**config.mk**
```make
export PLATFORM = sky130hd
export DESIGN_NAME = conv_win_addr_gen
export DESIGN_NICKNAME = d
export VERILOG_FILES = /design/src/rtl/cnn_pkg.sv /design/src/rtl/seq_mul.sv /design/src/rtl/conv_win_addr_gen.sv
export SDC_FILE = /design/constraint.sdc
export NUM_CORES = 1
export LEC_CHECK = 0
export BUFFER_PORTS_ARGS = -buffer_cell sky130_fd_sc_hd__buf_4
export CORE_ASPECT_RATIO = 0.7
export CORE_UTILIZATION = 32
export DETAILED_ROUTE_END_ITERATION = 8
export HOLD_SLACK_MARGIN = 0.12
export SLEW_MARGIN = 0
export SYNTH_ARGS = -nofsm -noshare
export SYNTH_HDL_FRONTEND = slang
export SYNTH_HIERARCHICAL = 1
export SYNTH_SLANG_ARGS = --single-unit
```
**constraint.sdc**
```tcl
create_clock -name clk -period 18.3 [get_ports clk]
set_input_delay 2.745 -clock clk [delete_from_list [all_inputs] [get_ports clk]]
set_output_delay 2.745 -clock clk [all_outputs]
set_load 0.02 [all_outputs]
```
**src/rtl/cnn_pkg.sv**
```systemverilog
// Shared definitions for the convolution address-generation blocks: walk FSM
// state encoding and default bus/field widths.
package cnn_pkg;

  localparam int unsigned ADDR_W_DEF = 32;
  localparam int unsigned DIM_W_DEF  = 12;

  typedef enum logic [1:0] {
    IDLE  = 2'd0,
    SETUP = 2'd1,
    RUN   = 2'd2,
    DONE  = 2'd3
  } state_t;

endpackage

```
**src/rtl/seq_mul.sv**
```systemverilog
// Sequential shift-add multiplier, one multiplier bit per cycle.
// The first partial product is taken in the start cycle, so the result and its
// done pulse appear W cycles after start.
// Ports:
//   clk, rst      clock, synchronous active-low reset
//   start         load a/b and begin (takes priority over a running product)
//   a, b          W-bit unsigned operands
//   done          one-cycle pulse, product valid from this cycle on
//   product       2W-bit result, held until the next start
module seq_mul
  import cnn_pkg::*;
#(
  parameter int unsigned W = DIM_W_DEF
) (
  input  logic             clk,
  input  logic             rst,
  input  logic             start,
  input  logic [W-1:0]     a,
  input  logic [W-1:0]     b,
  output logic             done,
  output logic [2*W-1:0]   product
);

  localparam int unsigned PW = 2 * W;
  localparam int unsigned CW = $clog2(W + 1);

  logic [PW-1:0] mcand_q;
  logic [W-1:0]  mplier_q;
  logic [CW-1:0] cnt_q;
  logic          run_q;

  // Shift-add iteration; cnt_q holds the number of multiplier bits still to consume.
  always_ff @(posedge clk) begin
    if (!rst) begin
      product  <= '0;
      mcand_q  <= '0;
      mplier_q <= '0;
      cnt_q    <= '0;
      run_q    <= 1'b0;
      done     <= 1'b0;
    end else begin
      done <= 1'b0;
      if (start) begin
        product  <= b[0] ? PW'(a) : '0;
        mcand_q  <= PW'(a) << 1;
        mplier_q <= b >> 1;
        cnt_q    <= CW'(W - 1);
        run_q    <= (W > 1);
        done     <= (W == 1);
      end else if (run_q) begin
        if (mplier_q[0]) product <= product + mcand_q;
        mcand_q  <= mcand_q << 1;
        mplier_q <= mplier_q >> 1;
        cnt_q    <= cnt_q - CW'(1);
        if (cnt_q == CW'(1)) begin
          run_q <= 1'b0;
          done  <= 1'b1;
        end
      end
    end
  end

endmodule

```
**src/rtl/conv_win_addr_gen.sv**
```systemverilog
// Walks a KxK convolution window over a width x height x channel feature map
// and emits the K row-start BRAM addresses of each window with valid/ready.
// Optional build macro: CONV_WIN_ADDR_PERF_EN adds the win_count handshake counter.
// Ports:
//   clk, rst                 clock, synchronous active-low reset
//   start                    begin a walk (accepted only in IDLE)
//   base_addr                address of pixel (0,0,ch0)
//   width/height/channel     map geometry (channel 0 means 1)
//   stride                   window step (0 means 1)
//   busy                     walk in progress
//   addr_valid/addr_ready    beat handshake
//   addr_out                 slice i = address of window row i, column 0
//   col_idx/row_idx/ch_idx   window origin and channel of the current beat
//   chan_end/img_end         current beat closes its channel / the image
//   done                     one-cycle pulse when the walk ends
//   cfg_err                  last start had width<K or height<K (sticky)
//   win_count                handshake count, saturating (perf build only)
module conv_win_addr_gen
  import cnn_pkg::*;
#(
  parameter int unsigned ADDR_W = ADDR_W_DEF,
  parameter int unsigned DIM_W  = DIM_W_DEF,
  parameter int unsigned K      = 3
) (
  input  logic                clk,
  input  logic                rst,
  input  logic                start,
  input  logic [ADDR_W-1:0]   base_addr,
  input  logic [DIM_W-1:0]    width,
  input  logic [DIM_W-1:0]    height,
  input  logic [DIM_W-1:0]    channel,
  input  logic [2:0]          stride,
  output logic                busy,
  output logic                addr_valid,
  input  logic                addr_ready,
  output logic [K*ADDR_W-1:0] addr_out,
  output logic [DIM_W-1:0]    col_idx,
  output logic [DIM_W-1:0]    row_idx,
  output logic [DIM_W-1:0]    ch_idx,
  output logic                chan_end,
  output logic                img_end,
  output logic                done,
  output logic                cfg_err
`ifdef CONV_WIN_ADDR_PERF_EN
  ,
  output logic [2*DIM_W-1:0]  win_count
`endif
);

  localparam int unsigned EW = DIM_W + 4;
  localparam int unsigned PW = 2 * DIM_W;

  state_t state, state_nxt;

  logic [DIM_W-1:0]  width_q, height_q, chan_q;
  logic [2:0]        stride_q;
  logic [ADDR_W-1:0] base_q, row_step_q, plane_q, chan_base_q, row_base_q;
  logic [ADDR_W-1:0] addr_q [K];
  logic [ADDR_W-1:0] row_off [K];
  logic [ADDR_W-1:0] row_base_nxt, chan_base_nxt;
  logic              phase;

  logic              cfg_bad, hs, col_fit, row_fit, ch_more;
  logic [DIM_W-1:0]  stride_eff;

  logic              mul_start, mul_done;
  logic [DIM_W-1:0]  mul_a, mul_b;
  logic [PW-1:0]     mul_p;

  // Geometry checks are done wider than DIM_W so col+stride+K cannot wrap.
  assign stride_eff = (stride == 3'd0) ? DIM_W'(1) : DIM_W'(stride);
  assign cfg_bad    = (EW'(width) < EW'(K)) || (EW'(height) < EW'(K));
  assign hs         = addr_valid && addr_ready;
  assign col_fit    = (EW'(col_idx) + EW'(stride_q) + EW'(K)) <= EW'(width_q);
  assign row_fit    = (EW'(row_idx) + EW'(stride_q) + EW'(K)) <= EW'(height_q);
  assign ch_more    = (EW'(ch_idx) + EW'(1)) < EW'(chan_q);
  assign chan_end   = addr_valid && !col_fit && !row_fit;
  assign img_end    = chan_end && !ch_more;

  assign row_base_nxt  = row_base_q + row_step_q;
  assign chan_base_nxt = chan_base_q + plane_q;

  // Offset of window row i from the window's top row (constant-coefficient products).
  always_comb begin
    for (int i = 0; i < K; i++) row_off[i] = ADDR_W'(i) * ADDR_W'(width_q);
  end

  for (genvar gi = 0; gi < K; gi++) begin : g_addr
    assign addr_out[gi*ADDR_W +: ADDR_W] = addr_q[gi];
  end

  // Multiplier sequencing: stride*width launched with the accepted start,
  // width*height launched the cycle the first product lands.
  always_comb begin
    mul_start = 1'b0;
    mul_a     = width_q;
    mul_b     = height_q;
    if (state == IDLE) begin
      mul_a     = stride_eff;
      mul_b     = width;
      mul_start = start && !cfg_bad;
    end else if (state == SETUP) begin
      mul_start = mul_done && !phase;
    end
  end

  seq_mul #(.W(DIM_W)) u_mul (
    .clk     (clk),
    .rst     (rst),
    .start   (mul_start),
    .a       (mul_a),
    .b       (mul_b),
    .done    (mul_done),
    .product (mul_p)
  );

  // State register.
  always_ff @(posedge clk) begin
    if (!rst) state <= IDLE;
    else      state <= state_nxt;
  end

  // Next-state logic.
  always_comb begin
    state_nxt = state;
    case (state)
      IDLE:    if (start) state_nxt = cfg_bad ? DONE : SETUP;
      SETUP:   if (mul_done && phase) state_nxt = RUN;
      RUN:     if (hs && img_end) state_nxt = DONE;
      DONE:    state_nxt = IDLE;
      default: state_nxt = IDLE;
    endcase
  end

  // Moore outputs decoded from the state register.
  always_comb begin
    busy       = 1'b0;
    addr_valid = 1'b0;
    done       = 1'b0;
    case (state)
      SETUP:   busy = 1'b1;
      RUN:     begin busy = 1'b1; addr_valid = 1'b1; end
      DONE:    done = 1'b1;
      default: ;
    endcase
  end

  // Config capture, SETUP products and the window walk (adders only per beat).
  always_ff @(posedge clk) begin
    if (!rst) begin
      width_q     <= '0;
      height_q    <= '0;
      chan_q      <= '0;
      stride_q    <= '0;
      base_q      <= '0;
      row_step_q  <= '0;
      plane_q     <= '0;
      chan_base_q <= '0;
      row_base_q  <= '0;
      phase       <= 1'b0;
      cfg_err     <= 1'b0;
      col_idx     <= '0;
      row_idx     <= '0;
      ch_idx      <= '0;
      for (int i = 0; i < K; i++) addr_q[i] <= '0;
    end else begin
      case (state)
        IDLE: begin
          if (start) begin
            width_q  <= width;
            height_q <= height;
            chan_q   <= (channel == '0) ? DIM_W'(1) : channel;
            stride_q <= (stride == 3'd0) ? 3'd1 : stride;
            base_q   <= base_addr;
            cfg_err  <= cfg_bad;
            phase    <= 1'b0;
          end
        end
        SETUP: begin
          if (mul_done) begin
            if (!phase) begin
              row_step_q <= ADDR_W'(mul_p);
              phase      <= 1'b1;
            end else begin
              plane_q     <= ADDR_W'(mul_p);
              chan_base_q <= base_q;
              row_base_q  <= base_q;
              col_idx     <= '0;
              row_idx     <= '0;
              ch_idx      <= '0;
              for (int i = 0; i < K; i++) addr_q[i] <= base_q + row_off[i];
            end
          end
        end
        RUN: begin
          if (hs) begin
            if (col_fit) begin
              col_idx <= col_idx + DIM_W'(stride_q);
              for (int i = 0; i < K; i++) addr_q[i] <= addr_q[i] + ADDR_W'(stride_q);
            end else if (row_fit) begin
              row_idx    <= row_idx + DIM_W'(stride_q);
              col_idx    <= '0;
              row_base_q <= row_base_nxt;
              for (int i = 0; i < K; i++) addr_q[i] <= row_base_nxt + row_off[i];
            end else if (ch_more) begin
              ch_idx      <= ch_idx + DIM_W'(1);
              row_idx     <= '0;
              col_idx     <= '0;
              chan_base_q <= chan_base_nxt;
              row_base_q  <= chan_base_nxt;
              for (int i = 0; i < K; i++) addr_q[i] <= chan_base_nxt + row_off[i];
            end
          end
        end
        default: ;
      endcase
    end
  end

`ifdef CONV_WIN_ADDR_PERF_EN
  // Saturating handshake counter, cleared by an accepted start.
  always_ff @(posedge clk) begin
    if (!rst)                                   win_count <= '0;
    else if (state == IDLE && start)            win_count <= '0;
    else if (hs && (win_count != '1))           win_count <= win_count + PW'(1);
  end
`endif

endmodule

```
Yosys cells after proc, flatten, opt, wreduce, memory -nomap -nowiden
Memories as Yosys holds them, arrays and structs flattened.
Cells that the tools add are included.
{ "totals": {"ff_bits": 287, "mem_bits_rw": 96, "inputBits": 75, "word_cells": 208, "n_memories": 1} }
{ "op_classes": {"n_addsub": 21, "order_cmp": 5, "n_eq_ne": 15, "muxes": 95, "bitwise_logic": 15, "reduce_logical": 33} }
{ "memory_table": {"columns": ["memory", "words", "width", "read_ports", "rd_ports_with_merged_regs", "wr", "line", "source"], "rows": [
  ["addr_q", 3, 32, 3, 0, 3, "conv_win_addr_gen.sv:58", "logic [ADDR_W-1:0] addr_q [K];"]
]} }
{ "op_table": {"columns": ["op", "n"], "rows": [
  ["32-bit two-way mux", 21],
  ["12-bit two-way mux", 17],
  ["32-bit case mux with 2 select lines", 2],
  ["32-bit by 12-bit adder with 32-bit output", 3],
  ["32-bit by 13-bit adder with 32-bit output", 3],
  ["32-bit by 3-bit adder with 32-bit output", 3],
  ["24-bit two-way mux", 3],
  ["12-bit case mux with 2 select lines", 3],
  ["32-bit by 24-bit adder with 32-bit output", 2],
  ["1-bit two-way mux", 35],
  ["13-bit by 2-bit adder with 14-bit output, second input constant", 2],
  ["14-bit by 12-bit less-or-equal comparator with 1-bit output", 2],
  ["12-bit by 3-bit adder with 13-bit output", 2],
  ["13-bit two-way mux", 2],
  ["12-bit by 3-bit adder with 12-bit output", 2],
  ["24-bit adder", 1],
  ["12-bit by 2-bit less-than comparator with 1-bit output, second input constant", 2],
  ["11-bit two-way mux", 2],
  ["2-bit != test, second input constant", 7],
  ["12-bit by 1-bit adder with 13-bit output, second input constant", 1],
  ["13-bit by 12-bit less-than comparator with 1-bit output", 1],
  ["12-bit by 1-bit adder with 12-bit output, second input constant", 1],
  ["12-bit zero test", 1],
  ["1-bit bitwise OR", 12],
  ["other kinds (26)", 54]
]} }

Longest topological paths before layout
Gate-level depths: netlist of run 1.
{ "logic_depth": {"depth_word": 11, "depth_mapped": 25, "depth_no_buf": 22} }

Cells and area by module
The synthesis of run 1 kept the hierarchy.
{ "by_module_without_submodules": {"columns": ["module", "instances", "cells_each", "area_per_inst_um2", "seq_area_each_um2"], "rows": [
  ["conv_win_addr_gen", 1, 3387, 26553.0, 7347.0],
  ["seq_mul", 1, 444, 3749.8, 1281.2]
]} }

Least setup slack after synthesis of run 1
Ideal clock, no wire load.
{ "synth_timing": {"kind": "input to register", "from": "in rst", "to": "mem addr_q[0][0] in the netlist's numbering, enable pin", "setup_ns": 1.141, "arrival_time_ns": 6.110, "required_ns": 17.159, "setup_slack_ns": 11.049, "stages": 7, "n_path_buf": 3, "cell_sequence": "clkbuf_1 -> nand3_1 -> nor2_1 -> nand2_1 -> clkbuf_1 -> clkbuf_1 -> nand3_1"} }
{ "synth_lines": {"columns": ["item", "line", "source"], "rows": [
  ["start: declaration", "conv_win_addr_gen.sv:26", "input logic rst,"],
  ["end: declaration", "conv_win_addr_gen.sv:58", null]
]} }

Worst setup path after layout of run 1
{ "layout_timing": {"from": "reg stride_q[1]", "to": "out img_end"} }
{ "layout_between": {"elab_chain_len": 7, "word_cells_on_any_way": 11, "classes_between": "add/sub (4); order compare (2); reduce/logical (5)"} }
{ "layout_rtl": {"columns": ["item", "line", "source"], "rows": [
  ["start: declaration", "conv_win_addr_gen.sv:56", "logic [2:0] stride_q;"],
  ["start signal: assignment", "conv_win_addr_gen.sv:173", "stride_q <= (stride == 3'd0) ? 3'd1 : stride;"],
  ["12-bit by 3-bit adder with 13-bit output", "conv_win_addr_gen.sv:74", "assign col_fit = (EW'(col_idx) + EW'(stride_q) + EW'(K)) <= EW'(width_q);"],
  ["13-bit by 2-bit adder with 14-bit output", "conv_win_addr_gen.sv:74", null],
  ["14-bit by 12-bit less-or-equal comparator with 1-bit output", "conv_win_addr_gen.sv:74", null],
  ["1-bit zero test", "conv_win_addr_gen.sv:77", "assign chan_end = addr_valid && !col_fit && !row_fit;"],
  ["1-bit logical AND", "conv_win_addr_gen.sv:77", null],
  ["1-bit logical AND *", "conv_win_addr_gen.sv:77", null],
  ["1-bit logical AND *", "conv_win_addr_gen.sv:78", "assign img_end = chan_end && !ch_more;"],
  ["end: declaration", "conv_win_addr_gen.sv:41", "output logic img_end,"]
]} }
Mark *: on every way between the ends. The rest lies on a longest branch, timed or not.

==> metrics.md, run 1 <==
| Metric | Value |
|---|---|
| Die H | `259.5 microns` |
| Synth Register Bits | `383` |
| Nets | `4,218` |
| # IOs | `213` |
| Routed vias | `29,472` |
| Worst hold path type | `reg -> reg` |
| Die Width | `369.8 microns` |
| Initial antenna violation count | `2` |
| Final Hold Fails | `0` |
| Largest net degree at the start of global routing | `94` |
| Cts hold-fix bufs | `0` |
| DR WL/cell | `22.02 microns` |
| Max-slew headroom at the worst pin | `20.82%` |
| Crit-path cells | `inv_1 -> ha_1 -> inv_1 -> ha_1 -> inv_1 -> fa_1 -> inv_1 -> a21o_1 -> nand2_1 -> xnor2_1 -> ha_1 -> nand4_1 -> a21oi_1 -> a211oi_1 -> o21ai_0 -> a21oi_4 -> buf_4 -> a2111oi_2 -> buf_4` |
| First-pass GRT wire length | `171.9 mm` |
| Power density over the cells | `103.4 mW/mm^2` |
| Top cells by area, synth | `dfxtp_1 (19%), edfxtp_1 (9.5%), ha_1 (8.6%)` |
| Dpl ws | `10.40 ns` |
| Most frequent cells in the layout | `nand2_1 (524), a21oi_1 (353), nor2_1 (288), dfxtp_1 (286), buf_4 (264)` |
| WL met1 | `52.33 mm` |
| CP top delay family | `compound AO/OA/AOI/OAI gates` |
| Post-DP HPWL | `84.63 mm` |
| Tmin final | `8.551 ns` |
| Share of cells above drive strength 1 | `10.22%` |
| Comb pwr share | `41.0%` |
| Crit path DAT | `5.81 ns` |
| Hold path startpoint | `chan_q[5]$_SDFFE_PN0P_` |
| Synth Instances | `3,831` |
| Core area | `0.09386 sq mm` |
| Psw | `1541 uW` |
| Clock Skew | `0.03895 ns` |
| Period utilisation layout | `46.73%` |
| Worst setup SP type | `register` |
| CTS clk-pin slew, worst paths | `0.06 ns` |
| Cell mode on critical path | `inv_1` |
| VDD IR max | `0.1004 mV` |
| Commonest non-fill, non-tap cell in the layout | `nand2_1` |
| Sequential share of the synthesized area | `28.47%` |
| Layout area overhead | `14.36%` |
| Synth unique cells | `100` |
| Critical path required time | `15.55 ns` |
| Outcome | `finished with violations` |
| Slowest CP cell | `a2111oi_2` |
| Initial DRC count | `3,011` |
| Predominant post-synthesis flop cell | `dfxtp_1` |
| DRT antenna net count | `0` |
| Initial Util | `32.29%` |
| Final wirelength | `114.5 mm` |
| H-tree Lvls | `2` |
| CTS tree | `yes` |
| Final WS setup | `9.749 ns` |
| Worst hold margin | `0.4560 ns` |
| All-Layer GR Usage | `23.19%` |
| Critical path startpoint | `stride_q[1]$_SDFFE_PN0P_` |
| Critical path's largest stage delay | `0.86 ns` |
| Failing checks | `DRC` |
| Synth Net Count | `4,131` |
| Power Internal | `2041 uW` |
| RR Startpoint | `stride_q[1]$_SDFFE_PN0P_` |
| Clock sinks | `383` |
| Post-CTS Setup Bufs | `0` |
| Slew Viols, Final | `0` |
| Filler cells | `9,829` |
| Static Leak | `0.01356 uW` |
| DR WL met3 | `11.47 mm` |
| Final core occ | `36.92%` |
| CTS Buf Count | `45` |
| Worst path bufs/invs | `6` |
| DR pass1 iterations | `8` |
| Setup crit end kind | `output port` |
| Post-CTS Resized | `0` |
| CP Class | `reg -> out` |
| DIE AREA | `0.09595 sq mm` |
| Met2 wire len | `47.94 mm` |
| Root Buffer Master | `clkbuf_16` |
| Residual DRC | `8` |
| Top Layer Used | `met4` |
| GPL Wtd Cong | `0.9579` |
| Worst-Skew Late Latency | `0.63 ns` |
| Synth warn | `6` |
| Synth Area per Inst | `7.910 sq um` |
| Clock network power share | `27.0%` |
| Seq pwr share | `32.0%` |
| Total of max-cap violations | `0` |
| Final setup fails | `0` |
| Sw Share | `43.02%` |
| Fin Setup TNS | `0 ns` |
| Clk buf depth | `3` |
| IO Port Bufs | `212` |
| Number of flops mapped to enable cells by yosys | `96` |
| Critical Path Fanout Max | `29` |
| Area leader, netlist | `dfxtp_1` |
| Rows | `94` |
| Fraction of registers with async set/reset | `0%` |
| Gr ovfl total | `0` |
| Via density per instance | `5.667` |
| Mapped Area | `0.03030 sq mm` |
| Vias in the first global route | `27,147` |
| Max Clk Rate | `0.1169 GHz` |
| RSZ-0062 raised after global routing | `no` |
| ANT cells | `0` |
| Worst-margin pin slew | `1.173 ns` |
| Post-synth top area share | `18.96%` |
[final timing paths]
check / end / slack, ns / depth (start not counted)
setup / recovery: img_end / 9.75 / 19
hold / removal: chan_q[5]$_SDFFE_PN0P_ / 0.46 / 2
setup reg to reg: addr_q[0][33]$_DFFE_PP_ / 11.06 / 22
hold reg to reg: chan_q[5]$_SDFFE_PN0P_ / 0.46 / 2
[registers in the layout, indices dropped and copies added, names as in the netlist, 11 cells and up]
register / count
u_mul/product: 24
base_q: 32
width_q: 12
plane_q: 24
row_step_q: 24
addr_q: 96
chan_base_q: 32
row_idx: 12
chan_q: 12
col_idx: 12
ch_idx: 12
u_mul/mcand_q: 23
u_mul/mplier_q: 11
row_base_q: 32
height_q: 12
[layer usage]
layer | GRT usage (%) | vias up
met1 | 33.14 | 13977
met4 | 5.980 | 0
met3 | 5.786 | 173
li1 | - | 14022
met5 | 0 | -
met2 | 34.36 | 1300
[logic make-up after synthesis]
logic type | share of synthesized area [%]
compound gates | 23.61
xor+xnor | 10.24
fa+ha+maj | 9.687
buf+inv | 4.368
flops | 28.47
mux | 2.671
simple gates | 20.94
[power groups by stage]
stage	combinational [uW]	sequential, uW	clock (uW)
4_1_cts	1450	1140	986
3_5_place_dp	1440	1160	0
2_1_floorplan	994	1110	0
3_3_place_gp	1430	1160	0
6_report	1470	1150	969
5_1_grt	1610	1160	1010
[worst reg2reg max path, cell delays in order, from the launching register on]
cell and delay (ns):
dfxtp_1 0.67, inv_1 0.41, ha_1 0.41, inv_1 0.07, ha_1 0.17, inv_1 0.06
fa_1 0.39, inv_1 0.07, a21o_1 0.16, nand2_1 0.08, xnor2_1 0.14, ha_1 0.30
a21o_1 0.19, a21o_1 0.17, a21oi_1 0.14, o21ai_0 0.20, a21o_1 0.21, buf_4 0.26
a211oi_4 0.24, buf_4 0.73, nor2_1 0.38, nand3_4 0.55, buf_4 0.76
[cell type report]
class	instances	area, sq um	area share [%]
clock buffers	64	1320	3.809
clock inverters	18	232.7	0.6716
inverters	118	447.9	1.293
multi-input cells	3106	20480	59.10
flip-flops and latches	383	8630	24.90
well taps	1248	1562	4.506
repair buffers	264	1982	5.719
[synth_stat cells (35+ instances only)]
cell type and n:
o211ai_1 83, and3_1 43, ha_1 209, a21o_1 72
and2_1 50, xor2_1 161, edfxtp_1 96, nand2_1 526
o21a_1 35, o21ai_0 216, inv_1 117, dfxtp_1 287
mux2i_1 76, nor3_1 75, clkbuf_1 179, nand3_1 111
a211oi_1 62, a21oi_1 355, nand4_1 63, nor2_1 289
xnor2_1 186
[through the flow]
stage | cells | total power [uW] | area [sq um]
global placement | 5119 | 2588 | 33100
global route | 5201 | 3784 | 34650
CTS | 5201 | 3580 | 34650
finish | 5201 | 3582 | 34650
detailed placement | 5119 | 2605 | 33100
floorplan | 3831 | 2104 | 30300
No activity file was read; power rests on OpenSTA's default activity.
==> run 2, diff against run 1 <==
clock period = 8.56 ns   (was 18.3 ns; I/O delays follow)
==> metrics.md, run 2 (synthesis results as in run 1) <==
| Metric | Value |
|---|---|
| Seq pwr share | `31.8%` |
| Post-CTS Resized | `0` |
| Crit path DAT | `5.26 ns` |
| Initial DRC count | `3,362` |
| Filler cells | `9,754` |
| DR WL/cell | `22.02 microns` |
| RR Endpoint | `addr_q[0][64]$_DFFE_PP_` |
| Most frequent cells in the layout | `nand2_1 (524), a21oi_1 (353), nor2_1 (288), dfxtp_1 (286), buf_4 (273)` |
| Worst hold path type | `reg -> reg` |
| Critical path startpoint | `stride_q[1]$_SDFFE_PN0P_` |
| Worst setup SP type | `register` |
| Worst-margin pin slew | `1.248 ns` |
| Final setup fails | `0` |
| Power density over the cells | `219.0 mW/mm^2` |
| Worst reg-to-reg setup slack | `2.07 ns` |
| Slew Viols, Final | `0` |
| Rows | `94` |
| DRT antenna net count | `0` |
| Gr ovfl total | `0` |
| Clk buf depth | `3` |
| Die Width | `369.8 microns` |
| Power Internal | `4297 uW` |
| Die H | `259.5 microns` |
| Outcome | `completed` |
| Hold Crit Depth | `2` |
| CTS clk-pin slew, worst paths | `0.07 ns` |
| Max-slew headroom at the worst pin | `16.62%` |
| Period utilisation layout | `76.43%` |
| RR Startpoint | `stride_q[1]$_SDFFE_PN0P_` |
| DR pass1 iterations | `8` |
| IO Port Bufs | `212` |
| Routed vias | `29,723` |
| Hold EP | `height_q[3]$_SDFFE_PN0P_` |
| Static Leak | `0.01356 uW` |
| Critical path required time | `7.28 ns` |
| Layout area overhead | `14.15%` |
| All-Layer GR Usage | `23.17%` |
| Post-CTS Setup Bufs | `0` |
| # IOs | `213` |
| Final Non-Filler Cells | `5,207` |
| Clock network power share | `25.8%` |
| Tmin final | `6.543 ns` |
| Psw | `3278 uW` |
| Clock sinks | `383` |
| Hold path startpoint | `height_q[3]$_SDFFE_PN0P_` |
| Comb pwr share | `42.4%` |
| DIE AREA | `0.09595 sq mm` |
| First-pass GRT wire length | `172.4 mm` |
| Commonest non-fill, non-tap cell in the layout | `nand2_1` |
| Total of max-cap violations | `0` |
| Post-DP HPWL | `85.42 mm` |
| Share of cells above drive strength 1 | `10.28%` |
| Initial antenna violation count | `0` |
| Reg2reg path depth | `22` |
| ANT cells | `0` |
| Worst-Skew Late Latency | `0.63 ns` |
| Setup crit end kind | `output port` |
| GPL Wtd Cong | `0.9763` |
| Biggest register | `addr_q` |
| Sw Share | `43.28%` |
| Cts hold-fix bufs | `0` |
| Fin Setup TNS | `0 ns` |
| H-tree Lvls | `2` |
| Clock Skew | `0.05004 ns` |
| CTS Buf Count | `44` |
| Core area | `0.09386 sq mm` |
| Vias in the first global route | `26,922` |
| Max Clk Rate | `0.1528 GHz` |
| Largest net degree at the start of global routing | `99` |
| Final wirelength | `114.7 mm` |
| Via density per instance | `5.708` |
| Root Buffer Master | `clkbuf_16` |
| CP Class | `reg -> out` |
| # placed instances | `5,128` |
| RSZ-0062 raised after global routing | `no` |
| Final core occ | `36.86%` |
| Initial Util | `32.29%` |
| CTS tree | `yes` |
| Critical Path Fanout Max | `29` |
| Final Hold Fails | `0` |
| Residual DRC | `0` |
| Max reg flops | `96` |
| VDD IR max | `0.1324 mV` |
| Nets | `4,226` |
==> run 2: per-layer routing <==
layer	share of wire [%]	vias up	global-route usage, %
met5	0	-	0
met3	9.0	164	4.056
li1	-	14043	-
met2	42	1314	33.95
met1	47	14202	34.74
met4	2.3	0	5.337
==> run 2: worst max-delay path by stage <==
stage,endpoint,slack (ns),cells after the start
2_1_floorplan,addr_q[0][0]$_DFFE_PP_,1.32,21
3_3_place_gp,addr_q[0][67]$_DFFE_PP_,2.32,22
3_5_place_dp,addr_q[0][66]$_DFFE_PP_,2.16,22
4_1_cts,img_end,1.99,19
5_1_grt,img_end,1.68,19
6_report,img_end,2.02,19
==> run 2: power groups by stage <==
stage	registers (uW)	logic [uW]	clock network [uW]
2_1_floorplan	2370	2130	0
3_3_place_gp	2440	3120	0
3_5_place_dp	2440	3150	0
4_1_cts	2400	3170	2000
5_1_grt	2430	3500	2060
6_report	2410	3210	1960
==> run 2: cell type report <==
type | instances | area (sq um) | area share, %
Clock buffer | 69 | 1335 | 3.859
Clock inverter | 10 | 88.84 | 0.2568
Inverter | 118 | 447.9 | 1.295
Multi-Input combinational cell | 3106 | 20480 | 59.20
Sequential cell | 383 | 8630 | 24.95
Tap cell | 1248 | 1562 | 4.514
Timing Repair Buffer | 273 | 2049 | 5.925
==> run 2: worst max-delay path, cell delays in order (launching register included) <==
cell       delay (ns)
dfxtp_1          0.31
inv_1            0.40
ha_1             0.35
inv_1            0.07
ha_1             0.17
inv_1            0.06
fa_1             0.40
inv_1            0.07
a21o_1           0.16
nand2_1          0.08
xnor2_1          0.14
ha_1             0.30
nand4_1          0.14
a21oi_1          0.16
a211oi_1         0.07
o21ai_0          0.37
a21oi_4          0.08
buf_4            0.26
a2111oi_2        0.77
buf_4            0.28
==> run 2: per-stage QoR <==
stage          worst slack [ns]  total power (uW)  area [sq um]  hold slack (ns)
2_1_floorplan             1.317              4499         30300           0.4356
3_3_place_gp              2.322              5560         33170           0.4435
3_5_place_dp              2.158              5590         33170           0.4480
4_1_cts                   1.991              7570         34590           0.4574
5_1_grt                   1.683              7996         34590           0.4732
6_report                  2.017              7576         34590           0.4560
